`src/rtl/shift_reg_pkg.sv`:
```
// Shared definitions for the universal shift register.
//   mode_t     : per-cycle operation select (HOLD/SHL/SHR/LOAD)
//   cnt_width  : width of the shift counter able to hold 0..w
package shift_reg_pkg;

  typedef enum logic [1:0] {
    HOLD = 2'b00,
    SHL  = 2'b01,
    SHR  = 2'b10,
    LOAD = 2'b11
  } mode_t;

  function automatic int cnt_width(input int w);
    return $clog2(w + 1);
  endfunction

endpackage

```
`src/rtl/shift_cell.sv`:
```
// One bit of the universal shift register: 4:1 next-state mux feeding an
// async-low-reset flop with clock enable.
// Ports:
//   CLK, n_Reset : clock, asynchronous active-low reset
//   EN           : clock enable (0 = hold regardless of MODE)
//   MODE         : operation select
//   i_left       : bit to the left (next higher bit, or SI_R at the MSB), used by SHR
//   i_right      : bit to the right (next lower bit, or SI_L at the LSB), used by SHL
//   i_d          : parallel load bit
//   o_q          : stored bit
module shift_cell
  import shift_reg_pkg::*;
#(
  parameter logic RESET_BIT = 1'b0
) (
  input  logic  CLK,
  input  logic  n_Reset,
  input  logic  EN,
  input  mode_t MODE,
  input  logic  i_left,
  input  logic  i_right,
  input  logic  i_d,
  output logic  o_q
);

  logic r_q;

  always_ff @(posedge CLK or negedge n_Reset) begin
    if (!n_Reset) begin
      r_q <= RESET_BIT;
    end else if (EN) begin
      case (MODE)
        HOLD: r_q <= r_q;
        SHL:  r_q <= i_right;
        SHR:  r_q <= i_left;
        LOAD: r_q <= i_d;
        default: r_q <= r_q;
      endcase
    end
  end

  assign o_q = r_q;

endmodule

```
`src/rtl/shift_reg_univ.sv`:
```
// Universal WIDTH-bit register: hold, parallel load, shift left, shift right.
// Tracks a saturating count of shifts since the last LOAD and flags DONE when
// a full word has been shifted.
// Ports:
//   CLK, n_Reset : clock, asynchronous active-low reset
//   EN           : clock enable; 0 = full hold
//   MODE         : HOLD/SHL/SHR/LOAD
//   D            : parallel load data
//   SI_L / SI_R  : serial input for SHL (into Q[0]) / SHR (into Q[WIDTH-1])
//   Q            : register contents
//   SO_L / SO_R  : Q[WIDTH-1] / Q[0]
//   CNT          : shifts since last LOAD, saturating at WIDTH
//   DONE         : CNT == WIDTH
module shift_reg_univ
  import shift_reg_pkg::*;
#(
  parameter int                 WIDTH     = 8,
  parameter logic [WIDTH-1:0]   RESET_VAL = '0
) (
  input  logic                            CLK,
  input  logic                            n_Reset,
  input  logic                            EN,
  input  mode_t                           MODE,
  input  logic [WIDTH-1:0]                D,
  input  logic                            SI_L,
  input  logic                            SI_R,
  output logic [WIDTH-1:0]                Q,
  output logic                            SO_L,
  output logic                            SO_R,
  output logic [cnt_width(WIDTH)-1:0]     CNT,
  output logic                            DONE
);

  localparam int             CW      = cnt_width(WIDTH);
  localparam logic [CW-1:0]  CNT_MAX = CW'(WIDTH);

  logic [WIDTH-1:0] w_q;
  logic [CW-1:0]    r_cnt;

  // Edge bits take the serial inputs in place of a missing neighbour; for
  // WIDTH==1 the single cell sees SI_R on the left and SI_L on the right.
  for (genvar i = 0; i < WIDTH; i++) begin : g_cell
    logic w_left;
    logic w_right;

    if (i == WIDTH - 1) begin : g_msb
      assign w_left = SI_R;
    end else begin : g_mid_l
      assign w_left = w_q[i+1];
    end

    if (i == 0) begin : g_lsb
      assign w_right = SI_L;
    end else begin : g_mid_r
      assign w_right = w_q[i-1];
    end

    shift_cell #(
      .RESET_BIT (RESET_VAL[i])
    ) u_cell (
      .CLK     (CLK),
      .n_Reset (n_Reset),
      .EN      (EN),
      .MODE    (MODE),
      .i_left  (w_left),
      .i_right (w_right),
      .i_d     (D[i]),
      .o_q     (w_q[i])
    );
  end

  always_ff @(posedge CLK or negedge n_Reset) begin
    if (!n_Reset) begin
      r_cnt <= '0;
    end else if (EN) begin
      case (MODE)
        SHL, SHR: if (r_cnt != CNT_MAX) r_cnt <= r_cnt + CW'(1);
        LOAD:     r_cnt <= '0;
        default:  r_cnt <= r_cnt;
      endcase
    end
  end

  assign Q    = w_q;
  assign SO_L = w_q[WIDTH-1];
  assign SO_R = w_q[0];
  assign CNT  = r_cnt;
  assign DONE = (r_cnt == CNT_MAX);

endmodule

```
`config.mk`:
```
export PLATFORM = sky130hd
export DESIGN_NAME = shift_reg_univ
export DESIGN_NICKNAME = d
export VERILOG_FILES = /design/src/rtl/shift_reg_pkg.sv /design/src/rtl/shift_cell.sv /design/src/rtl/shift_reg_univ.sv
export SDC_FILE = /design/constraint.sdc
export NUM_CORES = 1
export LEC_CHECK = 0
export ABC_AREA = 1
export CORE_MARGIN = 8
export CORE_UTILIZATION = 48
export CTS_CLUSTER_DIAMETER = 150
export CTS_CLUSTER_SIZE = 12
export DETAILED_ROUTE_END_ITERATION = 10
export PLACE_DENSITY = 0.84
export SYNTH_ARGS = -nofsm -noshare
export SYNTH_HDL_FRONTEND = slang
export SYNTH_SLANG_ARGS = --single-unit
```
`constraint.sdc`:
```
create_clock -name CLK -period 1.75 [get_ports CLK]
set_input_delay 0.4375 -clock CLK [delete_from_list [all_inputs] [get_ports CLK]]
set_output_delay 0.4375 -clock CLK [all_outputs]
set_load 0.05 [all_outputs]
```
==> results.sh, run 1 <==
export IMPL_vias=854
export IMPL_area_growth_synth_to_final_pct=46.1
export IMPL_outcome="finished, final reports clean"
export IMPL_yosysWarnings=0
export IMPL_ir_worst_vdd_v=0.00106
export IMPL_synth_largest_area_cell="dfrtp_1"
export IMPL_core_sq_mm=0.00173
export IMPL_gp_congestion=0.777
export IMPL_pwr_share_comb_pct=57.0
export IMPL_holdCritPathClass="in -> async"
export IMPL_worst_pin_slew_ns=0.540
export IMPL_die_width_um=59.0
export IMPL_drt_wl_total_mm=2.27
export IMPL_ff2ff_setup_slack_ns=0.52
export IMPL_worstSkewPairLatency_ns=0.27
export IMPL_drive_above_1_share_pct=30.3
export IMPL_seqPwrFrac_pct=28.7
export IMPL_cts_sinks=12
export IMPL_fin_area_sq_mm=0.00130
export IMPL_fmax_ghz=0.599
export IMPL_arrival_ns=1.23
export IMPL_ys_seq_elements=12
export IMPL_r2r_end="CNT[2]"
export IMPL_swShare_pct=44.5
export IMPL_p_int_uw=840
export IMPL_ys_seq_area_share_pct=33.8
export IMPL_rsz0062_at_grt="no"
export IMPL_synth_edf_count=0
export IMPL_h_tree_depth=1
export IMPL_netlist_area_sq_um=888
export IMPL_syn_nets=137
export IMPL_cp_data_required_time_ns=1.31
export IMPL_cts_buffer_depth=2
export IMPL_first_pass_iters=4
export IMPL_netlist_area_leader_share_pct=33.8
export IMPL_finalCritPeriodShare_pct=95.4
export IMPL_dp_hpwl_mm=1.82
export IMPL_end_kind="primary output"
export IMPL_numCtsBuffers=3
export IMPL_grt_usage_pct=13.8
export IMPL_viasPerCell=5.02
export IMPL_switchingPower_uw=674
export IMPL_io_buffers=29
export IMPL_netlist_top_cells_area="dfrtp_1, nand2_1, ha_1, buf_4, nand3_1"
export IMPL_start_util_pct=51.4
export IMPL_finalMaxSlewViolations=0
export IMPL_drc=0
export IMPL_post_route_util_pct=75.1
export IMPL_cts_root_buf="clkbuf_4"
export IMPL_grt_max_degree=13
export IMPL_num_rows=15
export IMPL_critPathMaxFanout=2
export IMPL_gr_total_overflow=0
export IMPL_power_density_mw_per_mm2=1170
export IMPL_yosysMostFrequentCell="nand2_1"
export IMPL_wl_per_cell_um=13.3
export IMPL_synthTopCellsByCount="nand2_1, dfrtp_1, nand3_1"
export IMPL_synthFlopType="dfrtp_1"
export IMPL_io_pins=30
export IMPL_synthArstFlopShare_pct=100
export IMPL_p_leak_nw=0.621
export IMPL_synth_cell_types=18
export IMPL_grt_pass1_vias=875
export IMPL_cts_tree="done"
export IMPL_diodes=0
export IMPL_grt_antenna_before_repair=0
export IMPL_postSynthCellCount=117
export IMPL_finClkSkew_ns=0.00389
export IMPL_setup_viol=0
export IMPL_layout_min_cycle_time_ns=1.67
export IMPL_drt_iter0_drc=12
export IMPL_path_clk_slew_ns=0.08
export IMPL_nNetsFinal=166
export IMPL_ant_nets=0
export IMPL_relSlewSlack_pct=63.9
export IMPL_hold_buffers=0
export IMPL_reg2reg_from="CNT[0]"
export IMPL_cap_violations=0
export IMPL_startpoint_type="flip-flop"
export IMPL_crit_type="reg -> out"
export IMPL_dieArea_sq_mm=0.00348
export IMPL_die_height_um=59.0
export IMPL_tns_ns=0
export IMPL_clockPowerShare_pct=14.3
export IMPL_hold_viol=0
export IMPL_avgSynthCellArea_sq_um=7.59
export IMPL_reg2regPathDepth=5
export IMPL_placed_area_sq_mm=0.00122
export IMPL_grt_pass1_wl_mm=3.81
-- per-layer routing --
layer	share of wire (%)	global-route usage (%)
met4	1.3	6.14
met5	0	0
met3	9.7	4.56
met1	40	13.7
met2	49	25.4
-- state kept, by name, summed over array words and instances, names as in the netlist --
| signal | cells |
|---|---|
| CNT | 4 |
| g_cell.u_cell.o_q | 8 |
-- how the worst max path moves through the flow --
| stage | start | endpoint | depth (start not counted) | slack, ns |
|---|---|---|---|---|
| CTS | CNT[0] | DONE | 5 | 0.002 |
| finish | CNT[1] | DONE | 5 | 0.08 |
| global route | CNT[0] | DONE | 5 | 0.02 |
| global placement | MODE[1] | CNT[2] | 7 | -0.19 |
| detailed placement | MODE[1] | CNT[0] | 7 | -0.26 |
| floorplan | CNT[0] | DONE | 4 | 0.07 |
-- placed cells by master (no fill, tap or decap), types with 2 or more instances in the layout --
| cell type | n |
|---|---|
| nand2_1 | 48 |
| clkdlybuf4s50_1 | 14 |
| buf_4 | 12 |
| nand3_1 | 10 |
| dfrtp_1 | 9 |
| o21ai_0 | 8 |
| buf_12 | 8 |
| inv_1 | 5 |
| o21ai_2 | 4 |
| dfrtp_2 | 3 |
| nand4_1 | 3 |
| ha_1 | 3 |
| clkbuf_4 | 3 |
| inv_2 | 2 |
| nor2_4 | 2 |
-- area by class of cell --
type | count | area [sq um]
Clock buffer | 4 | 36.3
Multi-Input combinational cell | 86 | 484
Sequential cell | 12 | 304
Fill cell | 140 | 429
Timing Repair Buffer | 34 | 390
Tap cell | 25 | 31.3
Inverter | 9 | 51.3
-- worst max-delay path, cell delays in order (launching register included) --
cell and delay [ns]:
dfrtp_2 0.42, inv_2 0.07, ha_4 0.13, nand3_2 0.10, clkinvlp_4 0.11, buf_12 0.13
-- power groups by stage --
stage / registers, mW / clock network [mW] / logic, mW
detailed placement: 0.459 / 0 / 0.783
global route: 0.444 / 0.236 / 0.922
floorplan: 0.546 / 0 / 0.388
CTS: 0.427 / 0.222 / 0.845
finish: 0.435 / 0.216 / 0.862
global placement: 0.455 / 0 / 0.764
-- timing repair --
action	4_1_cts	5_1_grt
setup endpoints to repair	1	7
resized for setup	1	6
buffers inserted	2	0
pin swaps	0	1
-- stage by stage --
step           worst slack, ns  hold slack, ns  std cells  power, mW
4_1_cts                0.00211           0.526        170       1.49
3_5_place_dp            -0.259           0.566        164       1.24
2_1_floorplan           0.0684           0.142        117      0.934
3_3_place_gp            -0.190           0.549        164       1.22
5_1_grt                 0.0165           0.554        170       1.60
6_report                0.0801           0.517        170       1.51
-- cells by family (layout without fill, tap and decap cells) --
logic type      after synthesis  count (layout)  synth area share, %
compound gates               12              12                 8.45
fa+ha+maj                     5               5                 7.04
buf+inv                      19              47                 13.9
flops                        12              12                 33.8
simple gates                 69              69                 36.8
(Power assumes the default switching activity.)
==> run 2, diff against run 1 <==
- CELL_PAD_IN_SITES_DETAIL_PLACEMENT: unset -> 0
- CELL_PAD_IN_SITES_GLOBAL_PLACEMENT: unset -> 1
- CORE_UTILIZATION: 48 -> 34
- PLACE_DENSITY: 0.84 -> 0.83
==> results.sh, run 2 (same netlist as run 1, synthesis figures left out) <==
export IMPL_hold_buffers=0
export IMPL_drt_iter0_drc=41
export IMPL_slowest_delay_ns=0.40
export IMPL_crit_slowest_cell="dfrtp_2"
export IMPL_cts_sinks=12
export IMPL_placed_area_sq_mm=0.00125
export IMPL_critPathMaxFanout=2
export IMPL_setup_viol=0
export IMPL_drive_above_1_share_pct=29.1
export IMPL_end_kind="primary output"
export IMPL_drc=0
export IMPL_worstSkewPairLatency_ns=0.26
export IMPL_reg2reg_from="CNT[0]"
export IMPL_wl_per_cell_um=11.6
export IMPL_arrival_ns=1.26
export IMPL_dieArea_sq_mm=0.00450
export IMPL_place_inst=173
export IMPL_timing_hold_ws_ns=0.391
export IMPL_gp_congestion=0.751
export IMPL_final_cell_mix="nand2_1, buf_4, clkdlybuf4s50_1"
export IMPL_numCtsBuffers=3
export IMPL_io_pins=30
export IMPL_timing_critical_path_from="CNT[0]"
export IMPL_ir_worst_vdd_v=0.000842
export IMPL_layout_setup_ws_ns=0.0548
export IMPL_reg2regPathDepth=5
export IMPL_relSlewSlack_pct=78.2
export IMPL_largest_reg_flops=8
export IMPL_hold_viol=0
export IMPL_start_util_pct=35.9
export IMPL_h_tree_depth=1
export IMPL_cp_num_cells=5
export IMPL_register_area_sq_um=303
export IMPL_nFillCells=246
export IMPL_path_clk_slew_ns=0.07
export IMPL_first_pass_iters=4
export IMPL_fmax_ghz=0.590
export IMPL_area_growth_synth_to_final_pct=46.3
export IMPL_die_width_um=67.1
export IMPL_crit_buf_inv=3
export IMPL_viasPerCell=4.64
export IMPL_outcome="finished, final reports clean"
export IMPL_multi_input_area_sq_um=472
export IMPL_cts_buffer_depth=2
export IMPL_tns_ns=0
export IMPL_nNetsFinal=169
export IMPL_endpoint="DONE"
export IMPL_grt_max_degree=11
export IMPL_worst_pin_slew_ns=0.327
export IMPL_grt_usage_pct=9.53
export IMPL_layout_min_cycle_time_ns=1.70
export IMPL_grt_pass1_wl_mm=3.46
export IMPL_p_leak_nw=0.634
export IMPL_io_buffers=29
export IMPL_crit_family="flip-flops"
export IMPL_ff2ff_setup_slack_ns=0.54
export IMPL_rsz0062_at_grt="no"
export IMPL_post_place_ws_ns=-0.126
export IMPL_layout_commonest_cell="nand2_1"
export IMPL_diodes=0
export IMPL_fin_area_sq_mm=0.00130
export IMPL_drt_wl_total_mm=2.07
export IMPL_cap_violations=0
export IMPL_ant_nets=0
export IMPL_num_rows=18
export IMPL_startpoint_type="flip-flop"
export IMPL_grt_antenna_before_repair=0
export IMPL_crit_chain="inv_1, ha_2, nand3_2, clkinvlp_4, buf_12"
export IMPL_gr_total_overflow=0
export IMPL_holdCritPathClass="in -> async"
export IMPL_cp_data_required_time_ns=1.31
export IMPL_layout_cells_non_filler=178
export IMPL_dp_hpwl_mm=1.68
export IMPL_grt_pass1_vias=760
export IMPL_power_density_mw_per_mm2=1120
export IMPL_finalCritPeriodShare_pct=96.9
export IMPL_r2r_end="CNT[2]"
export IMPL_cts_tree="done"
export IMPL_cts_root_buf="clkbuf_4"
export IMPL_crit_type="reg -> out"
export IMPL_total_power_mw=1.45
export IMPL_die_height_um=67.1
export IMPL_finalMaxSlewViolations=0
export IMPL_vias=826
export IMPL_core_sq_mm=0.00248
export IMPL_post_route_util_pct=52.5
export IMPL_finClkSkew_ns=0.000775
==> run 2: cell types whose count changed in the layout (fill, tap and decap cells not counted), sizes merged <==
cell	delta
buf	+3
==> run 2: layout make-up <==
class	count	area share (%)
multi-input combinational	86	36.3
clock buffer	4	2.79
inverter	9	3.95
timing repair buffer	37	30.8
tap	30	2.89
sequential	12	23.3
==> run 2: worst min path at each step <==
| stage | startpoint | to | slack [ns] | depth (start not counted) |
|---|---|---|---|---|
| floorplan | n_Reset | CNT[0] | 0.14 | 0 |
| global placement | CNT[0] | CNT[0] | 0.55 | 3 |
| detailed placement | CNT[0] | CNT[0] | 0.55 | 3 |
| CTS | n_Reset | CNT[3] | 0.39 | 1 |
| global route | n_Reset | CNT[3] | 0.38 | 1 |
| finish | n_Reset | CNT[3] | 0.39 | 1 |
==> run 2: repair_timing <==
item,in CTS,in global routing
setup endpoints to repair,1,1
pin swaps,0,1
setup buffers,1,0
gates resized for setup,1,1
==> run 2: power breakdown <==
part           total, mW  leakage [nW]  switching (mW)  internal, mW
clock              0.213        0.0210          0.0872         0.126
sequential         0.419         0.153          0.0761         0.343
combinational      0.819         0.461           0.475         0.344
==> run 2: per-layer routing <==
metal,vias up,part of all wire [%],track usage [%]
li1,432,-,-
met1,370,45,11.4
met2,22,45,16.0
met3,2,8.9,3.19
met4,0,0.53,2.35
met5,-,0,0
